[src/rtl/mode_switch_ctrl.sv]
// mode_switch_ctrl: applies a requested one-hot mode once the bus is quiet and the handlers are halted.
// Optional: define MODE_SWITCH_TIMEOUT_EN to force the switch after TIMEOUT_CYCLES of waiting.
module mode_switch_ctrl #(
  parameter int                    MODE_WIDTH     = 4,
  parameter logic [MODE_WIDTH-1:0] RESET_MODE     = MODE_WIDTH'(1),
  parameter int                    IDLE_CYCLES    = 16,
  parameter int                    SETTLE_CYCLES  = 4,
  parameter int                    TIMEOUT_CYCLES = 1024
) (
  input  logic                  sys_clk,
  input  logic                  rst,
  input  logic [MODE_WIDTH-1:0] mode_req,
  input  logic                  comm_active,
  input  logic                  halt_ack,
  output logic                  halt_req,
  output logic [MODE_WIDTH-1:0] active_mode,
  output logic                  switch_pending,
  output logic                  switch_done,
  output logic                  switch_forced
);
  localparam int QW = $clog2(IDLE_CYCLES + 1);
  localparam int SW = $clog2(SETTLE_CYCLES + 1);
  typedef enum logic [1:0] {IDLE, WAIT_QUIET, HALT, SETTLE} state_t;
  state_t                state;
  logic [MODE_WIDTH-1:0] target;
  logic [QW-1:0]         quiet_cnt;
  logic [SW-1:0]         settle_cnt;
  logic                  req_valid, cancel, timeout, force_sw;
  if (RESET_MODE == '0 || (RESET_MODE & (RESET_MODE - 1'b1)) != '0 ||
      IDLE_CYCLES < 1 || SETTLE_CYCLES < 1 || TIMEOUT_CYCLES < 1) begin : g_bad_params
    $error("mode_switch_ctrl: invalid parameters");
  end
  assign req_valid = mode_req != '0 && (mode_req & (mode_req - 1'b1)) == '0;
  assign cancel    = req_valid && mode_req == active_mode;
  assign force_sw  = timeout && (state == HALT || (state == WAIT_QUIET && !cancel));
`ifdef MODE_SWITCH_TIMEOUT_EN
  localparam int WW = $clog2(TIMEOUT_CYCLES + 1);
  logic [WW-1:0] wait_cnt;
  // Count cycles spent waiting for a quiet bus or for halt_ack
  always_ff @(posedge sys_clk or posedge rst)
    if (rst) wait_cnt <= '0;
    else wait_cnt <= (state == WAIT_QUIET || state == HALT) ? wait_cnt + 1'b1 : '0;
  assign timeout = wait_cnt == WW'(TIMEOUT_CYCLES - 1);
`else
  assign timeout       = 1'b0;
  assign switch_forced = 1'b0;
`endif
  // Switch sequencer: wait for quiet bus, halt handlers, apply mode, settle
  always_ff @(posedge sys_clk or posedge rst)
    if (rst) begin
      state          <= IDLE;
      active_mode    <= RESET_MODE;
      target         <= RESET_MODE;
      quiet_cnt      <= '0;
      settle_cnt     <= '0;
      halt_req       <= 1'b0;
      switch_pending <= 1'b0;
      switch_done    <= 1'b0;
`ifdef MODE_SWITCH_TIMEOUT_EN
      switch_forced  <= 1'b0;
`endif
    end else begin
      switch_done <= 1'b0;
`ifdef MODE_SWITCH_TIMEOUT_EN
      switch_forced <= force_sw;
`endif
      if (force_sw) begin
        active_mode <= target;
        settle_cnt  <= '0;
        halt_req    <= 1'b1;
        state       <= SETTLE;
      end else
        case (state)
          IDLE:
            if (req_valid && !cancel) begin
              target         <= mode_req;
              quiet_cnt      <= '0;
              switch_pending <= 1'b1;
              state          <= WAIT_QUIET;
            end
          WAIT_QUIET:
            if (cancel) begin
              switch_pending <= 1'b0;
              state          <= IDLE;
            end else begin
              if (req_valid) target <= mode_req;
              if (quiet_cnt == QW'(IDLE_CYCLES)) begin
                halt_req <= 1'b1;
                state    <= HALT;
              end else quiet_cnt <= comm_active ? '0 : quiet_cnt + 1'b1;
            end
          HALT:
            if (halt_ack) begin
              active_mode <= target;
              settle_cnt  <= '0;
              state       <= SETTLE;
            end
          SETTLE:
            if (settle_cnt == SW'(SETTLE_CYCLES - 1)) begin
              halt_req       <= 1'b0;
              switch_done    <= 1'b1;
              switch_pending <= 1'b0;
              state          <= IDLE;
            end else settle_cnt <= settle_cnt + 1'b1;
          default: state <= IDLE;
        endcase
    end
endmodule

[config.mk]
export PLATFORM = sky130hd
export DESIGN_NAME = mode_switch_ctrl
export DESIGN_NICKNAME = d
export VERILOG_FILES = /design/src/rtl/mode_switch_ctrl.sv
export SDC_FILE = /design/constraint.sdc
export NUM_CORES = 1
export LEC_CHECK = 0
export CORE_UTILIZATION = 45
export CTS_BUF_LIST = sky130_fd_sc_hd__clkbuf_8
export DETAILED_ROUTE_END_ITERATION = 8
export PLACE_DENSITY = 0.73
export SETUP_SLACK_MARGIN = 0.4
export SYNTH_ARGS = -nofsm -noshare
export SYNTH_HDL_FRONTEND = slang
export SYNTH_SLANG_ARGS = --single-unit
[constraint.sdc]
create_clock -name sys_clk -period 3.2 [get_ports sys_clk]
set_input_delay 0.64 -clock sys_clk [delete_from_list [all_inputs] [get_ports sys_clk]]
set_output_delay 0.64 -clock sys_clk [all_outputs]
set_load 0.01 [all_outputs]
==> results of run 1 <==
==> logic make-up (layout without fill, tap and decap cells) <==
logic type,after synthesis,after routing
AO/OA/AOI/OAI,29,29
multiplexers,9,9
other,1,1
buffers and inverters,12,28
flip-flops,21,21
XOR/XNOR,5,5
adder cells (fa/ha/maj),4,4
AND/OR/NAND/NOR,31,31
==> sequential cells by signal, indices dropped and copies added (netlist names), named ones only <==
| register | count |
|---|---|
| state | 1 |
| switch_pending | 1 |
| settle_cnt | 3 |
| target | 4 |
| switch_done | 1 |
| quiet_cnt | 5 |
| active_mode | 4 |
| halt_req | 1 |
==> worst reg2reg max path, stage by stage, from the launching register on <==
cell      delay, ps
dfrtp_1         400
inv_1           100
ha_1            150
nor4bb_1        460
a21oi_1         150
o211a_4         190
a21o_1          160
==> final cells by class <==
cell class                      count  area, sq um
Multi-Input combinational cell     79        594.3
Inverter                           10        37.54
Timing Repair Buffer               14        140.1
Fill cell                         228         1095
Clock inverter                      1        3.754
Tap cell                           30        37.54
Clock buffer                        3        41.29
Sequential cell                    21        528.0
==> metrics by stage <==
| stage | setup slack [ps] | total power [mW] |
|---|---|---|
| 6_report | 1013 | 1.079 |
| 5_1_grt | 915.5 | 1.161 |
| 4_1_cts | 1018 | 1.087 |
| 3_5_place_dp | 745.5 | 0.9192 |
| 3_3_place_gp | 802.2 | 0.8993 |
| 2_1_floorplan | 1469 | 0.7640 |
==> cell usage in the layout, fill, tap and decap left out, types with 3 or more instances in the layout <==
master and n:
o211ai_1 5, o21ai_0 11, inv_1 11, clkdlybuf4s50_1 14, nand2_1 8, a21oi_1 4, nor2_1 7, mux2_2 4
xnor2_1 4, nand3_1 5, ha_1 4, dfrtp_1 19, clkbuf_8 3
==> path summary, 6_finish.rpt <==
path	from	to	slack, ps	depth (start not counted)
worst max-delay path	mode_req[0]	target[1]$_DFFE_PP0P_	1010	5
worst min-delay path	target[1]$_DFFE_PP0P_	target[1]$_DFFE_PP0P_	500	1
worst max register to register	quiet_cnt[0]$_DFFE_PP0P_	state[0]$_DFFE_PP0P_	1480	6
worst min register to register	target[1]$_DFFE_PP0P_	target[1]$_DFFE_PP0P_	500	1
max in group asynchronous	rst	quiet_cnt[3]$_DFFE_PP0P_	1880	2
min in group asynchronous	rst	quiet_cnt[4]$_DFFE_PP0P_	830	2
==> where the power goes <==
part | internal (mW) | total [mW] | switching (mW)
Combinational | 0.232 | 0.447 | 0.214
Clock | 0.0852 | 0.166 | 0.0809
Sequential | 0.375 | 0.467 | 0.0919
Total | 0.692 | 1.08 | 0.387
==> layer usage <==
layer,wire length [um],vias to the layer above
met3,93,4
met5,0,-
met4,32,0
li1,-,432
met1,1051,441
met2,985,21
==> flow_summary.json, run 1 <==
{
  "ys_seq_area_share_pct": 45.09,
  "final_nets": 141,
  "yosysTopAreaCell": "dfrtp_1",
  "yosys_most_used_dff": "dfrtp_1",
  "coreArea_sq_mm": 0.002477,
  "grt.busiest_layer": "met2",
  "holdWs_ps": 496.8,
  "synth_top_area_share_pct": 40.60,
  "syn_inst": 112,
  "grt_max_degree": 22,
  "cts_setup_buffers": 0,
  "die_area_sq_mm": 0.002811,
  "cts.path.max_buffers": 2,
  "diodes": 0,
  "drt_wl_total_um": 2163,
  "ant_nets": 0,
  "path_class": "primary input to register",
  "skew_ps": 3.478,
  "wire_per_inst_um": 13.69,
  "synth_fp_nets": 124,
  "grt_pass1_vias": 816,
  "yosysWarnings": 0,
  "holdBufCountCts": 0,
  "tns_ps": 0,
  "drv_slew": 0,
  "synthTopCellsByCount": "19 x dfrtp_1, 11 x o21ai_0, 10 x inv_1",
  "yosys-top-cells-area": "dfrtp_1 41%, o21ai_0 4.7%, dfstp_2 4.5%",
  "period_share_pct": 68.35,
  "clk_transition_reported_paths_ps": 70,
  "avgSynthCellArea_sq_um": 10.46,
  "grt_first_pass_wirelength_um": 3450,
  "hold_class": "register to register",
  "ys_ff_latch": 21,
  "synth-adder-area-share_pct": 4.274,
  "slowest_delay_ps": 550,
  "critPathCaptureType": "register",
  "synth-compound-area-share_pct": 17.09,
  "pin_count": 16,
  "postLayoutCoreUtil_pct": 55.81,
  "antenna_found_initial": 0,
  "vias": 898,
  "met2_usage_pct": 27.22,
  "layout-drive-gt1-share_pct": 14.84,
  "die_h_um": 53.02,
  "post_cts_resize_count": 0,
  "firstDrtPassIters": 4,
  "rows": 18,
  "gr-usage-all-layers_pct": 16.96,
  "cts_tree": "done",
  "port-buffer-count": 14,
  "hold_viol": 0,
  "vias_per_cell": 5.684,
  "dpl_cell_area_sq_mm": 0.001338,
  "finalNonFillerCells": 158,
  "start_kind": "primary input",
  "netlist_area_sq_mm": 0.001171,
  "start_util_pct": 47.27,
  "cp.buffers_inverters": 1,
  "drtIter0Drc": 20,
  "crit_required_ps": 3340,
  "cts-root-buf": "clkbuf_8",
  "drv_cap": 0,
  "relSlewSlack_pct": 47.95,
  "place_inst": 154,
  "cts_buffers": 3,
  "met1_usage_pct": 22.42,
  "cp_top_family": "simple AND/OR/NAND/NOR gates",
  "gr-total-overflow": 0,
  "p_leak_nw": 0.5696,
  "synth_cell_types": 36,
  "design_area_sq_mm": 0.001383,
  "outcome": "finished clean",
  "rsz0062_at_grt": "no",
  "area_delta_synth_final_pct": 18.06,
  "max_freq_mhz": 457.2,
  "fin_crit_ps": 2187,
  "crit_fanout": 5,
  "crit_slowest_cell": "clkdlybuf4s50_1",
  "h-tree-depth": 1,
  "die_w_um": 53.02,
  "numClockSinks": 21,
  "met3_usage_pct": 3.161,
  "synth-xor-area-share_pct": 4.380,
  "synth_edf_count": 0,
  "yosys.area_share.simple_pct": 15.49,
  "setup_violations": 0,
  "synth.most_common_cell": "dfrtp_1",
  "crit_chain": "clkdlybuf4s50_1, nor4b_2, a211o_2, nand3_2, mux2_1",
  "dp_hpwl_um": 1597,
  "synth_top_family_by_area": "compound AO/OA/AOI/OAI gates",
  "muxShareOfSynthArea_pct": 9.188,
  "ir_worst_vdd_uv": 388.0,
  "worst_pin_slew_ps": 779.8,
  "async_flop_share_pct": 100.0,
  "crit_arrival_ps": 2330,
  "drc": 0,
  "clkLatencyLatePin_ps": 250,
  "p_per_area_mw_per_mm2": 780.8,
  "place_congestion": 0.9398
}
(Power assumes the default switching activity.)
==> run 2, diff against run 1 <==
==> constraint.sdc (replaced) <==
create_clock -name sys_clk -period 2.3 [get_ports sys_clk]
set_input_delay 0.46 -clock sys_clk [delete_from_list [all_inputs] [get_ports sys_clk]]
set_output_delay 0.46 -clock sys_clk [all_outputs]
set_load 0.01 [all_outputs]
==> run 2 against run 1 <==
Compared with the run above: global-route usage up 0.13 points; cell area up 4.2%; flip-flop and latch count unchanged; clock skew down 1.6 ps; critical endpoint is now active_mode[0].
==> flow_summary.json, run 2 (same netlist as run 1, synthesis figures left out) <==
{
  "path_class": "register to primary output",
  "cts_tree": "done",
  "crit_fanout": 3,
  "clkLatencyLatePin_ps": 260,
  "dp_hpwl_um": 1616,
  "pwr-share-comb_pct": 42.1,
  "finalNonFillerCells": 163,
  "final_nets": 146,
  "firstDrtPassIters": 3,
  "gr-usage-all-layers_pct": 17.09,
  "start_kind": "register",
  "vias_per_cell": 5.454,
  "drc": 0,
  "die_area_sq_mm": 0.002811,
  "cp_top_family": "flip-flops",
  "die_w_um": 53.02,
  "critPathCaptureType": "primary output",
  "setup_violations": 0,
  "max_freq_mhz": 559.6,
  "p_per_area_mw_per_mm2": 1055,
  "slowest_delay_ps": 540,
  "largest-register": "quiet_cnt",
  "area_delta_synth_final_pct": 22.97,
  "vias": 889,
  "coreArea_sq_mm": 0.002477,
  "fillers": 211,
  "port-buffer-count": 14,
  "numClockSinks": 21,
  "crit_required_ps": 1840,
  "layout-drive-gt1-share_pct": 18.05,
  "drv_cap": 0,
  "place_ws_ps": 56.79,
  "grt_max_degree": 22,
  "antenna_found_initial": 0,
  "h-tree-depth": 1,
  "wire_per_inst_um": 13.39,
  "diodes": 0,
  "grt_first_pass_wirelength_um": 3463,
  "ff_latch_area_sq_um": 528.0,
  "cts-root-buf": "clkbuf_8",
  "clk_transition_reported_paths_ps": 70,
  "seq_power_share_pct": 42.5,
  "holdBufCountCts": 0,
  "cts.path.max_buffers": 2,
  "pin_count": 16,
  "drt_wl_total_um": 2183,
  "die_h_um": 53.02,
  "postLayoutCoreUtil_pct": 58.13,
  "tns_ps": 0,
  "fin_crit_ps": 1787,
  "crit_chain": "clkdlybuf4s50_1",
  "grt_pass1_vias": 825,
  "gr-total-overflow": 0,
  "skew_ps": 1.884,
  "largest_register_ffs": 5,
  "holdWs_ps": 517.3,
  "rows": 18,
  "hold_class": "register to register",
  "crit_slowest_cell": "dfstp_2",
  "power_switching_mw": 0.5468,
  "place_inst": 157,
  "final_common_cell": "dfrtp_1",
  "place_congestion": 0.9067,
  "drtIter0Drc": 8,
  "rsz0062_at_grt": "no",
  "clkPwrFrac_pct": 15.4,
  "drv_slew": 0,
  "setup_slack_ps": 513.0,
  "start_util_pct": 47.27,
  "period_share_pct": 77.69,
  "multi_input_area_sq_um": 619.3,
  "cts_buffers": 3,
  "ir_worst_vdd_uv": 623.5,
  "internal_power_mw": 0.9721,
  "p_leak_nw": 0.6124,
  "layout_common_cells": "19 x dfrtp_1, 11 x inv_1, 11 x o21ai_0, 10 x clkdlybuf4s50_1, 8 x nand2_1",
  "reg.largest.list": "quiet_cnt: 5 flops, active_mode: 4 flops, target: 4 flops",
  "switching_share_pct": 36.00,
  "outcome": "finished clean",
  "cp.buffers_inverters": 1,
  "crit_arrival_ps": 1330,
  "hold_viol": 0,
  "ant_nets": 0
}
[run 2: layer usage]
metal  routed length [um]  vias to the layer above  global-route usage [%]
met3                   61                        2                   2.586
li1                     -                      441                       -
met2                 1029                       16                   28.69
met1                 1072                      430                   22.40
met4                   19                        0                   5.263
met5                    0                        -                       0
[run 2: final cells by class]
| class | instances | area share, % |
|---|---|---|
| inverter | 10 | 2.606 |
| sequential | 21 | 36.66 |
| tap | 30 | 2.606 |
| clock inverter | 1 | 0.2606 |
| clock buffer | 3 | 2.867 |
| multi-input combinational | 79 | 43.01 |
| timing repair buffer | 19 | 11.99 |
[run 2: worst paths after layout]
| kind | start | end | slack [ps] | cells after the start |
|---|---|---|---|---|
| max in group asynchronous | rst | active_mode[0]$_DFFE_PP1P_ | 1490 | 3 |
| min in group asynchronous | rst | settle_cnt[0]$_DFFE_PP0P_ | 540 | 3 |
| setup reg to reg | quiet_cnt[0]$_DFFE_PP0P_ | quiet_cnt[2]$_DFFE_PP0P_ | 650 | 6 |
| setup / recovery | active_mode[0]$_DFFE_PP1P_ | active_mode[0] | 510 | 1 |
| hold / removal | halt_req$_DFFE_PP0P_ | halt_req$_DFFE_PP0P_ | 520 | 2 |
| hold reg to reg | halt_req$_DFFE_PP0P_ | halt_req$_DFFE_PP0P_ | 520 | 2 |
[run 2: metrics by stage]
stage / power [mW] / area, sq um
after floorplan: 1.063 / 1171
after global placement: 1.263 / 1360
after detailed placement: 1.291 / 1360
after CTS: 1.534 / 1440
after global routing: 1.633 / 1440
final: 1.519 / 1440
[run 2: power groups by stage]
| stage | logic (mW) | clock network (mW) | registers [mW] |
|---|---|---|---|
| 2_1_floorplan | 0.426 | 0 | 0.637 |
| 3_3_place_gp | 0.615 | 0 | 0.648 |
| 3_5_place_dp | 0.636 | 0 | 0.654 |
| 4_1_cts | 0.644 | 0.242 | 0.648 |
| 5_1_grt | 0.716 | 0.249 | 0.667 |
| 6_report | 0.639 | 0.234 | 0.645 |
[run 2: what timing repair did]
action | CTS | global route
buffers inserted | 2 | 0
resized for setup | 7 | 0
setup endpoints to repair | 7 | 0
==> RTL change: new RTL, config.mk and constraints of run 2 <==
Add a define of `MODE_SWITCH_TIMEOUT_EN`.
--- a/src/rtl/mode_switch_ctrl.sv
+++ b/src/rtl/mode_switch_ctrl.sv
@@ -2,2 +2,4 @@
 // Optional: define MODE_SWITCH_TIMEOUT_EN to force the switch after TIMEOUT_CYCLES of waiting.
+`define MODE_SWITCH_TIMEOUT_EN
+
 module mode_switch_ctrl #(
Behaviour: no difference found for any inputs over 10 cycles, from zero or initial values and one cycle with rst high; that may be too few to reach the edited logic, so the function may still have changed.
==> RTL change against run 2 <==
  * Cell area rose by 77%
  * Sequential cell count rose by 12
  * Largest cell class unchanged
  * Synthesized area rose by 65%
  * Clock power rose by 74%
  * Critical endpoint is now active_mode[3]$_DFFE_PP0P_
  * Worst setup slack got worse by 0.17 ns
  * Wire length rose by 120%
  * Register-to-register slack got worse by 0.30 ns
  * Power rose by 84%
==> RTL change: results (changes against run 2) <==
p_comb_frac: 0.523  # +0.102
synthTopCellsByArea: "dfrtp_1, ha_1, mux2_2, xnor2_1, dfstp_2"
dr.first_iter.drc_count: 72  # +64
power_per_cell_area_nw_per_um2: 1100  # +4.1%
yosysUniqueCellTypes: 52  # +44%
place.gp.congestion: 0.884  # -2.5%
synth_cells: 179  # +60%
firstDrtPassIters: 4  # +1
peakVddDrop_mv: 0.622  # -0.16%
routed_wl_mm: 4.80  # +120%
final_cells: 272  # +67%
dp.cells: 251  # +60%
vias: 1550  # +74%
nets: 240  # +64%
yosys-top-cells-count: "dfrtp_1, ha_1, inv_1"
fill_cells: 300  # +42%
ctsHtreeMaxLevel: 2  # +1
num-multi-input-gates: 132  # +67%
power_leader: "combinational logic"
outcome: "complete, no violations"
dpl.hpwl_mm: 2.96  # +83%
die_area_sq_um: 4570  # +62%
io_buffers: 15  # +1
worstPathArrival_ns: 2.12  # +0.79 ns
n_sequential_cell: 33  # +57%
drive_gt1_frac: 0.320  # +0.139
clock_area_frac: 0.0314  # +0.000157
p_clk_uw: 407  # +74%
top_regs: "wait_cnt x11, quiet_cnt x5"
n_all_buffers: 38  # +19
p_leak_nw: 1.15  # +87%
syn-num-nets: 198  # +60%
place_ws_ns: -0.286  # -0.343 ns
buffer_area_frac: 0.126  # +0.00584
grt_max_degree: 34  # +55%
grt_pass1_wl_mm: 7.18  # +110%
placed_area_sq_um: 2240  # +65%
finalPower_mw: 2.80  # +84%
multi_input_area_sq_um: 1210  # +96%
RTL change: cell types whose count changed after synthesis, moves of 5 or more:
cell,change
and2_1,+6
dfrtp_1,+12
ha_1,+7
nand3_1,+5
o21ai_0,-6
a21boi_0,+5
mux2_2,+5
RTL change: cell families (layout without fill, tap and decap cells):
group	Yosys count	in the layout	share of synthesized area
AOI/OAI and AO/OA	40	40	0.162
adders and majority gates	11	11	0.0712
muxes	12	12	0.0705
and+or+nand+nor	60	60	0.195
DFF	33	33	0.428
buffers and inverters	14	57	0.0323
xor gates and xnor gates	9	9	0.0408
RTL change: critical path: stages, from the launching register on:
cell and delay [ns]:
dfstp_2 0.57, xnor2_2 0.13, nand4_1 0.15, buf_4 0.18, o211ai_1 0.19, buf_4 0.19
nand3_4 0.11, mux2_4 0.32
RTL change: worst paths after layout:
kind	from	slack (ns)	endpoint	cells past startpoint
worst max-delay path	active_mode[0]$_DFFE_PP1P_	0.35	active_mode[3]$_DFFE_PP0P_	7
max in group asynchronous	rst	1.40	active_mode[0]$_DFFE_PP1P_	3
worst min register to register	switch_pending$_DFFE_PP0P_	0.52	switch_pending$_DFFE_PP0P_	1
worst max register to register	active_mode[0]$_DFFE_PP1P_	0.35	active_mode[3]$_DFFE_PP0P_	7
min in group asynchronous	rst	0.57	state[1]$_DFFE_PP0P_	3
worst min-delay path	switch_pending$_DFFE_PP0P_	0.52	switch_pending$_DFFE_PP0P_	1
RTL change: timing repair:
item | CTS | global route
pin swaps | 11 | 7
gates resized for setup | 15 | 30
endpoints found under the setup margin | 22 | 23
buffers inserted | 8 | 5
RTL change: layer usage:
metal,wire [um],part of all wire,vias to the layer above,global-route usage
met5,0,0,-,0
met2,2560,0.53,42,0.375
li1,-,-,738,-
met4,80,0.017,0,0.122
met3,135,0.028,9,0.0422
met1,2020,0.42,761,0.255
